## src/rtl/game_pkg.sv

```systemverilog
// rtl/game_pkg.sv - game phase constants and frame scheduler state type
package game_pkg;

  localparam logic [1:0] START = 2'b00;
  localparam logic [1:0] GAME  = 2'b01;
  localparam logic [1:0] END   = 2'b10;

  typedef enum logic [2:0] {
    IDLE,
    ACK,
    IN_RUN,
    LOGIC_RUN,
    RENDER_RUN
  } sched_state_t;

endpackage

```

## src/rtl/phase_watchdog.sv

```systemverilog
// rtl/phase_watchdog.sv - per-phase busy counter that expires after TIMEOUT cycles
module phase_watchdog #(
  parameter logic [19:0] TIMEOUT = 20'd833333
) (
  input  logic clk,
  input  logic rst,
  input  logic clear,
  input  logic run,
  output logic expire
);

  logic [19:0] cnt;

  always_ff @(posedge clk) begin
    if (rst || clear) begin
      cnt <= 20'd0;
    end else if (run) begin
      cnt <= cnt + 20'd1;
    end
  end

  // Counter reads k-1 during the k-th cycle of a phase, so this fires on cycle TIMEOUT.
  assign expire = run && (cnt == TIMEOUT - 20'd1);

endmodule

```

## src/rtl/frame_step_sched.sv

```systemverilog
// rtl/frame_step_sched.sv - sequences input, logic and render phases once per frame tick
module frame_step_sched
  import game_pkg::*;
#(
  parameter logic [19:0] TIMEOUT = 20'd833333,
  parameter int          CNT_W   = 16
) (
  input  logic             clk,
  input  logic             rst,
  input  logic             tick_req,
  input  logic [1:0]       game_state,
  input  logic             in_done,
  input  logic             logic_done,
  input  logic             render_done,
  output logic             tick_ack,
  output logic             in_start,
  output logic             logic_start,
  output logic             render_start,
  output logic             busy,
  output logic [CNT_W-1:0] frame_cnt,
  output logic [CNT_W-1:0] overrun_cnt,
  output logic             timeout_err
);

  sched_state_t state, state_next;
  logic         tick_q;
  logic         tick_rise;
  logic         expire;
  logic         wd_run;
  logic         wd_clear;
  logic         frame_inc;
  logic         timeout_hit;

  phase_watchdog #(
    .TIMEOUT(TIMEOUT)
  ) u_watchdog (
    .clk   (clk),
    .rst   (rst),
    .clear (wd_clear),
    .run   (wd_run),
    .expire(expire)
  );

  always_ff @(posedge clk) begin
    if (rst) begin
      state <= IDLE;
    end else begin
      state <= state_next;
    end
  end

  always_comb begin
    state_next   = state;
    tick_ack     = 1'b0;
    in_start     = 1'b0;
    logic_start  = 1'b0;
    render_start = 1'b0;
    frame_inc    = 1'b0;
    timeout_hit  = 1'b0;
    case (state)
      IDLE: begin
        if (tick_req) state_next = ACK;
      end
      ACK: begin
        tick_ack   = 1'b1;
        in_start   = 1'b1;
        state_next = IN_RUN;
      end
      IN_RUN: begin
        // game_state matters only here; a done pulse beats a simultaneous expiry.
        if (in_done) begin
          if (game_state == GAME) begin
            state_next  = LOGIC_RUN;
            logic_start = 1'b1;
          end else begin
            state_next   = RENDER_RUN;
            render_start = 1'b1;
          end
        end else if (expire) begin
          state_next  = IDLE;
          timeout_hit = 1'b1;
        end
      end
      LOGIC_RUN: begin
        if (logic_done) begin
          state_next   = RENDER_RUN;
          render_start = 1'b1;
        end else if (expire) begin
          state_next  = IDLE;
          timeout_hit = 1'b1;
        end
      end
      RENDER_RUN: begin
        if (render_done) begin
          state_next = IDLE;
          frame_inc  = 1'b1;
        end else if (expire) begin
          state_next  = IDLE;
          timeout_hit = 1'b1;
        end
      end
      default: state_next = IDLE;
    endcase
    // A frame abandoned by reset must not leak a pulse in the reset cycle.
    if (rst) begin
      tick_ack     = 1'b0;
      in_start     = 1'b0;
      logic_start  = 1'b0;
      render_start = 1'b0;
    end
  end

  assign busy      = (state != IDLE);
  assign wd_run    = (state == IN_RUN) || (state == LOGIC_RUN) || (state == RENDER_RUN);
  assign wd_clear  = (state_next != state);
  assign tick_rise = tick_req && !tick_q;

  always_ff @(posedge clk) begin
    if (rst) begin
      tick_q      <= 1'b0;
      frame_cnt   <= '0;
      overrun_cnt <= '0;
      timeout_err <= 1'b0;
    end else begin
      tick_q <= tick_req;
      if (frame_inc) frame_cnt <= frame_cnt + CNT_W'(1);
      if (timeout_hit) timeout_err <= 1'b1;
      if (tick_rise && busy && (state != ACK) && (overrun_cnt != '1)) begin
        overrun_cnt <= overrun_cnt + CNT_W'(1);
      end
    end
  end

endmodule

```

## config.mk

```make
export PLATFORM = sky130hd
export DESIGN_NAME = frame_step_sched
export DESIGN_NICKNAME = d
export VERILOG_FILES = /design/src/rtl/game_pkg.sv /design/src/rtl/phase_watchdog.sv /design/src/rtl/frame_step_sched.sv
export SDC_FILE = /design/constraint.sdc
export NUM_CORES = 1
export LEC_CHECK = 0
export ABC_AREA = 0
export BUFFER_PORTS_ARGS = -buffer_cell sky130_fd_sc_hd__buf_2
export CAP_MARGIN = 20
export CORE_MARGIN = 2
export CORE_UTILIZATION = 43
export CTS_BUF_LIST = sky130_fd_sc_hd__clkbuf_16
export DETAILED_ROUTE_END_ITERATION = 10
export GPL_TIMING_DRIVEN = 0
export PLACE_DENSITY = 0.65
export RECOVER_POWER = 100
export SYNTH_ARGS = -nofsm -noshare
export SYNTH_HDL_FRONTEND = slang
export SYNTH_HIERARCHICAL = 1
export SYNTH_SLANG_ARGS = --single-unit
```

## constraint.sdc

```tcl
create_clock -name clk -period 9.95 [get_ports clk]
set_input_delay 0.995 -clock clk [delete_from_list [all_inputs] [get_ports clk]]
set_output_delay 0.995 -clock clk [all_outputs]
set_load 0.1 [all_outputs]
```

==> results of run 1 <==
[where the power goes]
| group | internal (mW) | total (mW) | switching, mW |
|---|---|---|---|
| clock | 0.188 | 0.289 | 0.101 |
| sequential | 0.230 | 0.231 | 0.00138 |
| combinational | 0.0104 | 0.0384 | 0.0280 |
| total | 0.429 | 0.559 | 0.131 |
[metal layers]
layer / vias up / wire (um)
met3: 9 / 315
met2: 73 / 3220
met4: 0 / 120
li1: 1419 / -
met5: - / 0
met1: 1345 / 3320
[stage by stage]
stage / cell area, um2 / util / power (mW) / hold WS (ps) / setup WS (ps)
floorplan: 2990 / - / 0.266 / 481 / 3730
finish: 3540 / 0.524 / 0.559 / 467 / 5810
global route: 3540 / 0.524 / 0.579 / 534 / 5700
global placement: 3320 / 0.491 / 0.275 / 452 / 5930
detailed placement: 3320 / 0.491 / 0.275 / 456 / 5880
CTS: 3600 / 0.533 / 0.567 / 469 / 5870
[synth_stat cells, types with 2 or more instances]
library cell and count:
a211oi_1 2, a21oi_1 23, a31o_2 2, and3_1 7
and4_1 10, buf_4 2, buf_6 2, clkbuf_1 12
dfxtp_1 57, ha_1 4, inv_1 9, mux2_2 6
mux2i_1 2, nand2_1 23, nand2b_1 5, nand3_1 17
nand4_1 17, nor2_1 44, nor2b_1 10, nor3_1 7
nor4_1 8, nor4b_1 3, o21ai_0 11, o31ai_1 9
or2_2 3, or3_1 9, or4_1 10, xnor2_1 14
xor2_1 10
[logic make-up (layout without fill, tap and decap cells)]
group	count (synthesis)	after routing	synth area share
xor gates and xnor gates	24	24	0.0702
DFF	57	57	0.381
adders and majority gates	4	4	0.0167
AOI/OAI and AO/OA	54	54	0.108
buffers and inverters	27	89	0.0418
muxes	8	8	0.0293
and+or+nand+nor	183	183	0.353
[worst max path at each step]
stage / startpoint / end / slack (ps) / cells past startpoint
global placement: state[2]$_SDFF_PP0_ / u_watchdog/cnt[3]$_SDFFE_PP0P_ / 5930 / 12
CTS: state[2]$_SDFF_PP0_ / u_watchdog/cnt[4]$_SDFFE_PP0P_ / 5870 / 12
finish: rst / tick_ack / 5810 / 6
detailed placement: state[2]$_SDFF_PP0_ / u_watchdog/cnt[0]$_SDFFE_PP0P_ / 5880 / 12
global route: rst / tick_ack / 5700 / 6
floorplan: rst / tick_ack / 3730 / 4
[final cells by class]
class / count / area (um2)
Sequential cell: 57 / 1140
Fill cell: 663 / 3220
Timing Repair Buffer: 46 / 178
Tap cell: 80 / 100
Clock inverter: 7 / 53.8
Multi-Input combinational cell: 273 / 1720
Inverter: 9 / 33.8
Clock buffer: 9 / 225
Buffer: 18 / 83.8
[worst min-delay path, stage by stage, from the launching register on]
cell	delay [ps]
dfxtp_1	320
a21oi_1	40
nor2_1	70
[sequential cells by signal, summed over array words and instances (netlist names)]
signal / count
u_watchdog/cnt: 20
frame_cnt: 16
overrun_cnt: 16
state: 3
tick_q: 1
timeout_err: 1
==> impl_metrics.json, run 1 <==
{
  "outcome": "finished clean",
  "crit_slowest_cell": "clkbuf_1",
  "ctsHoldBuffers": 0,
  "die_y_um": 87.4,
  "use_met3": 0.0313,
  "core.rowCount": 30,
  "cp_common_cell": "clkbuf_1",
  "finalNonFillerCells": 499,
  "yosysTopAreaCell": "dfxtp_1",
  "slew_viol_final": 0,
  "drt-pass1-iter-count": 4,
  "seq_area_frac_synth": 0.381,
  "cts_setup_buffers": 0,
  "r2r_start": "state[2]$_SDFF_PP0_",
  "period_minus_slack_ps": 4140,
  "track_usage": 0.195,
  "numPlacedInstances": 482,
  "drc_errors": 0,
  "final_nets": 426,
  "synth-edff-count": 0,
  "antenna_cells_inserted": 0,
  "cp-start-kind": "primary input",
  "cts.sinks": 57,
  "yosysTopAreaCellShare": 0.381,
  "final_common_cell": "dfxtp_1",
  "synth_cells": 357,
  "crit_fanout": 10,
  "synthTopCellsByArea": "dfxtp_1, nor2_1, xnor2_1, a21oi_1, nand4_1",
  "holdCritPathClass": "reg -> reg",
  "worstPathArrival_ps": 3150,
  "async_flop_share": 0,
  "ys_seq_elements": 57,
  "initial_utilization": 0.443,
  "hpwl_um": 4880,
  "cts_buffers": 9,
  "clockBufferDepth": 2,
  "grt_overflow": 0,
  "cts-root-buf": "clkbuf_16",
  "wl_um": 6970,
  "ant_nets": 0,
  "grt_max_degree": 11,
  "most-common-layout-cells": "dfxtp_1, clkbuf_1, nor2_1",
  "core_area_um2": 6760,
  "grt.met1_usage": 0.253,
  "dieArea_um2": 7650,
  "tightest_slew_ps": 1200,
  "area_growth_pct": 18.2,
  "hold_start": "timeout_err$_SDFFE_PP0P_",
  "r2r_cells": 13,
  "yosysUniqueCellTypes": 48,
  "worst_clock_skew_ps": 6.98,
  "setup_viol": 0,
  "slew_headroom": 0.207,
  "power_density_nw_per_um2": 158,
  "floorplan.die.width_um": 87.4,
  "yosysWarnings": 6,
  "grt_first_pass_wirelength_um": 11900,
  "clock.fmax_mhz": 241,
  "vias": 2846,
  "ios": 46,
  "drtIter0Drc": 110,
  "drv_cap": 0,
  "crit_family": "buffers and inverters",
  "busiest_layer": "met2",
  "period_share": 0.416,
  "placement.io_buffers": 45,
  "required_ps": 8960,
  "syn_avg_cell_area_um2": 8.39,
  "final-hold-violation-count": 0,
  "leakage_nw": 1.18,
  "cts_tree": "done",
  "critPathCaptureType": "primary output",
  "hold_path_depth": 2,
  "cts_resized": 0,
  "ys.flop_type": "dfxtp_1",
  "crit_path_cell_trace": "clkbuf_1, clkbuf_1, clkbuf_1, nor4b_1, buf_4, clkbuf_1",
  "grt_pass1_vias": 2619,
  "h-tree-depth": 3,
  "tns_ps": 0,
  "gp_routability_congestion": 0.809,
  "r2r_end": "u_watchdog/cnt[0]$_SDFFE_PP0P_",
  "clock_latency_ps": 320,
  "r2r_slack_ps": 6350,
  "gr-usage-met2": 0.316,
  "netlist_area_um2": 2990,
  "rsz0062_at_grt": "false",
  "clkTransAtPathRegs_ps": 50,
  "critPathBufInv": 5,
  "min_to": "timeout_err$_SDFFE_PP0P_",
  "ir_worst_vdd_v": 0.0000997,
  "grt_antenna_before_repair": 0,
  "viasPerCell": 5.70,
  "max_stage_delay_ps": 860,
  "synth_nets": 369,
  "crit_type": "in -> out",
  "wl_per_cell_um": 14.0,
  "drive_gt1_frac": 0.0835
}
No activity file was read; power rests on OpenSTA's default activity.
==> run 2: changes to the inputs <==
--- a/config.mk
+++ b/config.mk
@@ -13,7 +13,7 @@
 export CTS_BUF_LIST = sky130_fd_sc_hd__clkbuf_16
 export DETAILED_ROUTE_END_ITERATION = 10
 export GPL_TIMING_DRIVEN = 0
-export PLACE_DENSITY = 0.65
+export PLACE_DENSITY = 0.68
 export RECOVER_POWER = 100
 export SYNTH_ARGS = -nofsm -noshare
 export SYNTH_HDL_FRONTEND = slang
==> constraint.sdc (replaced) <==
create_clock -name clk -period 3.8 [get_ports clk]
set_input_delay 0.38 -clock clk [delete_from_list [all_inputs] [get_ports clk]]
set_output_delay 0.38 -clock clk [all_outputs]
set_load 0.1 [all_outputs]
==> impl_metrics.json, run 2 (synthesis gave the netlist of run 1 again) <==
{
  "drv_cap": 0,
  "initial_utilization": 0.443,
  "largest_register_ffs": 20,
  "wl_um": 7020,
  "critPathCaptureType": "register",
  "slew_viol_final": 0,
  "clock.fmax_mhz": 288,
  "cts_buffers": 9,
  "holdCritPathClass": "in -> reg",
  "viasPerCell": 5.66,
  "p_clk_frac": 0.564,
  "crit_fanout": 10,
  "drt-pass1-iter-count": 4,
  "track_usage": 0.190,
  "ant_nets": 0,
  "most-common-layout-cells": "dfxtp_1, clkbuf_1, nor2_1",
  "core.rowCount": 30,
  "grt_pass1_vias": 2554,
  "placement.io_buffers": 45,
  "cts.sinks": 57,
  "period_minus_slack_ps": 3470,
  "ios": 46,
  "worstPathArrival_ps": 3670,
  "required_ps": 4000,
  "wl_met3_um": 216,
  "cts_setup_buffers": 0,
  "ff_latch_area_um2": 1140,
  "floorplan.die.width_um": 87.4,
  "cp-start-kind": "register",
  "final-hold-violation-count": 0,
  "dieArea_um2": 7650,
  "swShare": 0.220,
  "combPwrFrac": 0.062,
  "area_growth_pct": 20.4,
  "wl_met2_um": 3320,
  "worst_clock_skew_ps": 4.66,
  "crit_type": "reg -> reg",
  "drtIter0Drc": 117,
  "period_share": 0.913,
  "ir_worst_vdd_v": 0.000281,
  "cellInternalPower_mw": 1.26,
  "cts_tree": "done",
  "outcome": "finished clean",
  "core_area_um2": 6760,
  "routed.top_layer": "met4",
  "gp_routability_congestion": 0.810,
  "power_density_nw_per_um2": 449,
  "h-tree-depth": 3,
  "vias": 2817,
  "hpwl_um": 4920,
  "slew_headroom": 0.223,
  "clkTransAtPathRegs_ps": 50,
  "p_seq_frac": 0.374,
  "netSwitchingPower_mw": 0.357,
  "multi_input_area_um2": 1730,
  "grt_max_degree": 11,
  "die_y_um": 87.4,
  "tightest_slew_ps": 1170,
  "holdWs_ps": 316,
  "cts-root-buf": "clkbuf_16",
  "grt_overflow": 0,
  "n_fill_cell": 653,
  "drive_gt1_frac": 0.103,
  "final_nets": 425,
  "top_regs": "u_watchdog/cnt x20, frame_cnt x16, overrun_cnt x16",
  "grt_antenna_before_repair": 0,
  "antenna_cells_inserted": 0,
  "dpl-instance-area_um2": 3330,
  "clockBufferDepth": 2,
  "met1_length_um": 3410,
  "regMostFlops": "u_watchdog/cnt",
  "drc_errors": 0,
  "clock_latency_ps": 320,
  "wl_per_cell_um": 14.1,
  "rsz0062_at_grt": "false",
  "grt_first_pass_wirelength_um": 11600,
  "leakage_nw": 1.20,
  "final_common_cell": "dfxtp_1",
  "ctsHoldBuffers": 0,
  "final_area_um2": 3610,
  "setup_viol": 0
}
[run 2: changes by cell type in the layout (fill, tap and decap cells not counted), sizes merged]
| cell | before | now |
|---|---|---|
| clkinv | 4 | 2 |
| clkbuf | 65 | 62 |
| inv | 11 | 10 |
| clkinvlp | 0 | 1 |
| buf | 8 | 10 |
| bufinv | 1 | 3 |
[run 2: final timing paths]
path	from	to	slack (ps)	depth (start not counted)
worst min-delay path	tick_req	tick_q$_SDFF_PP0_	320	2
worst max register to register	state[1]$_SDFF_PP0_	u_watchdog/cnt[15]$_SDFFE_PP0P_	330	13
worst min register to register	timeout_err$_SDFFE_PP0P_	timeout_err$_SDFFE_PP0P_	470	2
worst max-delay path	state[1]$_SDFF_PP0_	u_watchdog/cnt[15]$_SDFFE_PP0P_	330	13
[run 2: power groups by stage]
stage	clock network [mW]	registers, mW	logic, mW
after floorplan	0	0.623	0.0732
after global placement	0	0.618	0.102
after detailed placement	0	0.618	0.103
after CTS	0.927	0.606	0.104
after global routing	0.949	0.606	0.110
final	0.913	0.606	0.101
[run 2: what timing repair did]
action	CTS	global route
pin swaps	0	0
gates resized for setup	2	1
endpoints found under the setup margin	10	10
hold endpoints to repair	0	0
[run 2: layer usage]
metal	GRT usage	up-vias
met5	0	-
met1	0.245	1338
met4	0.0825	0
li1	-	1412
met3	0.0284	5
met2	0.314	62
[run 2: final cells by class]
class | count | share of cell area
buffer | 18 | 0.0236
clock buffer | 9 | 0.0625
clock inverter | 7 | 0.0305
inverter | 9 | 0.00937
multi-input combinational | 273 | 0.481
sequential | 57 | 0.316
tap | 80 | 0.0278
timing repair buffer | 45 | 0.0489
[run 2: metrics by stage]
stage / instances / util / power (mW) / worst slack, ps / TNS (ps)
detailed placement: 482 / 0.492 / 0.722 / -308 / -2980
floorplan: 357 / - / 0.696 / 394 / 0
CTS: 498 / 0.544 / 1.64 / 119 / 0
finish: 498 / 0.534 / 1.62 / 331 / 0
global route: 498 / 0.534 / 1.66 / 21.1 / 0
global placement: 482 / 0.492 / 0.720 / -264 / -2610
[run 2: critical path: stages (launching register included)]
cell	delay [ps]
dfxtp_1	390
clkbuf_1	350
nand2b_1	160
nand2_1	250
nand4_1	210
nor4_4	490
nor2_1	130
a32oi_1	180
o21ai_0	100
a31oi_1	160
or2_2	140
clkbuf_1	380
clkbuf_2	330
nor2_1	70
==> run 3: changes to the inputs <==
--- a/config.mk
+++ b/config.mk
@@ -17,5 +17,4 @@
 export RECOVER_POWER = 100
 export SYNTH_ARGS = -nofsm -noshare
 export SYNTH_HDL_FRONTEND = slang
-export SYNTH_HIERARCHICAL = 1
 export SYNTH_SLANG_ARGS = --single-unit
==> impl_metrics.json, run 3 <==
{
  "synth-edff-count": 0,
  "placement.io_buffers": 44,
  "numPlacedInstances": 452,
  "core.rowCount": 29,
  "final_common_cell": "dfxtp_1",
  "syn_avg_cell_area_um2": 8.72,
  "synth_cells": 331,
  "drtIter0Drc": 104,
  "cts.sinks": 57,
  "cp-start-kind": "register",
  "synth_most_common_cell": "dfxtp_1",
  "netlist_area_um2": 2890,
  "regMostFlops": "u_watchdog.cnt",
  "drive_gt1_frac": 0.0946,
  "yosysUniqueCellTypes": 43,
  "holdCritPathClass": "in -> reg",
  "final_area_um2": 3380,
  "yosysTopAreaCell": "dfxtp_1",
  "worstPathArrival_ps": 2450,
  "critPathBufInv": 4,
  "grt_overflow": 0,
  "gp_routability_congestion": 0.867,
  "slew_viol_final": 0,
  "leakage_nw": 1.07,
  "n_fill_cell": 667,
  "worst_clock_skew_ps": 5.71,
  "setup_viol": 0,
  "final_nets": 398,
  "yosysTopAreaCellShare": 0.395,
  "yosysWarnings": 0,
  "clock_latency_ps": 320,
  "rsz0062_at_grt": "false",
  "wl_um": 6360,
  "largest_register_ffs": 20,
  "tns_ps": 0,
  "clkTransAtPathRegs_ps": 50,
  "drv_cap": 0,
  "most-common-layout-cells": "dfxtp_1, clkbuf_1, nor2_1",
  "slew_headroom": 0.218,
  "power_density_nw_per_um2": 418,
  "crit_fanout": 9,
  "drc_errors": 0,
  "cts_tree": "done",
  "grt_max_degree": 11,
  "initial_utilization": 0.449,
  "cts_setup_buffers": 0,
  "dpl-instance-area_um2": 3200,
  "ys_top_cells_by_count": "dfxtp_1, nor2_1, nand2_1, xnor2_1, nand3_1",
  "period_share": 0.745,
  "ant_nets": 0,
  "viasPerCell": 5.43,
  "clock.fmax_mhz": 353,
  "cts_resized": 0,
  "grt_antenna_before_repair": 0,
  "cts_buffers": 9,
  "drt-pass1-iter-count": 4,
  "vias": 2540,
  "area_growth_pct": 17.1,
  "tightest_slew_ps": 1180,
  "ys_seq_elements": 57,
  "core_area_um2": 6420,
  "wl_per_cell_um": 13.6,
  "antenna_cells_inserted": 0,
  "ios": 46,
  "max_stage_delay_ps": 850,
  "final-hold-violation-count": 0,
  "die_y_um": 85.9,
  "outcome": "finished clean",
  "clockBufferDepth": 2,
  "finalPower_mw": 1.41,
  "crit_path_cell_trace": "buf_2, inv_1, or3_1, nor2_1, buf_4, clkbuf_1",
  "crit_slowest_cell": "clkbuf_1",
  "ctsHoldBuffers": 0,
  "ys.flop_type": "dfxtp_1",
  "period_minus_slack_ps": 2830,
  "grt_pass1_vias": 2371,
  "top_regs": "u_watchdog.cnt x20, frame_cnt x16, overrun_cnt x16",
  "async_flop_share": 0,
  "final_util": 0.526,
  "required_ps": 3420,
  "ir_worst_vdd_v": 0.000241,
  "h-tree-depth": 3,
  "crit_type": "reg -> out",
  "track_usage": 0.181,
  "finalNonFillerCells": 468,
  "crit_family": "buffers and inverters",
  "critPathCaptureType": "primary output",
  "synthTopCellsByArea": "dfxtp_1, xnor2_1, xor2_1, nor2_1, nand3_1",
  "grt_first_pass_wirelength_um": 10500,
  "dieArea_um2": 7380,
  "seq_area_frac_synth": 0.395,
  "synth_nets": 343,
  "hpwl_um": 4530,
  "floorplan.die.width_um": 85.9,
  "cts-root-buf": "clkbuf_16"
}
[run 3: cell types whose count changed after synthesis, sizes merged, moves of 8 or more]
| cell | previous run | this run |
|---|---|---|
| a21oi | 23 | 15 |
| nor2 | 44 | 34 |
| nor3 | 7 | 28 |
| o31ai | 9 | 0 |
| or4 | 11 | 1 |
| xor2 | 10 | 19 |
[run 3: metrics by stage]
| stage | worst slack, ps | hold slack [ps] |
|---|---|---|
| 2_1_floorplan | 698 | 508 |
| 3_3_place_gp | 1360 | 477 |
| 3_5_place_dp | 1380 | 479 |
| 4_1_cts | 1380 | 333 |
| 5_1_grt | 868 | 340 |
| 6_report | 970 | 343 |
[run 3: path summary, 6_finish.rpt]
kind / to / slack [ps] / cells past startpoint / startpoint
hold / removal: tick_q$_SDFF_PP0_ / 340 / 2 / tick_req
setup / recovery: tick_ack / 970 / 6 / state[0]$_SDFF_PP0_
hold reg to reg: timeout_err$_SDFFE_PP0P_ / 490 / 1 / timeout_err$_SDFFE_PP0P_
setup reg to reg: u_watchdog.cnt[10]$_SDFFE_PP0P_ / 1150 / 8 / state[2]$_SDFF_PP0_
[run 3: per-layer routing]
metal	up-vias	track usage	wire length [um]
met2	48	0.297	3050
met1	1197	0.213	2890
met3	8	0.0626	299
met5	-	0	0
li1	1287	-	-
met4	0	0.0808	111
[run 3: logic make-up after synthesis]
logic type | share of synthesized area
AOI/OAI and AO/OA | 0.101
xor gates and xnor gates | 0.121
adders and majority gates | 0.0173
buffers and inverters | 0.0442
DFF | 0.395
muxes | 0.0104
and+or+nand+nor | 0.310
[run 3: area by class of cell]
type	count	area [um2]	area share
well taps	77	96.3	0.0285
clock buffers	9	225	0.0666
repair buffers	44	173	0.0511
inverters	7	26.3	0.00777
plain buffers	17	83.8	0.0248
clock inverters	7	30.0	0.00889
flip-flops and latches	57	1140	0.338
multi-input cells	250	1600	0.475
[run 3: worst register-to-register path, delay by kind of cell, from the launching register on]
family | cells | cell delay (ps)
flops | 1 | 330
simple gates | 4 | 960
compound gates | 1 | 210
buf+inv | 3 | 1020
[run 3: power breakdown]
group / internal, mW / switching (mW) / total [mW]
Sequential: 0.603 / 0.00360 / 0.607
Clock: 0.426 / 0.260 / 0.686
Combinational: 0.0283 / 0.0926 / 0.121
Total: 1.06 / 0.356 / 1.41
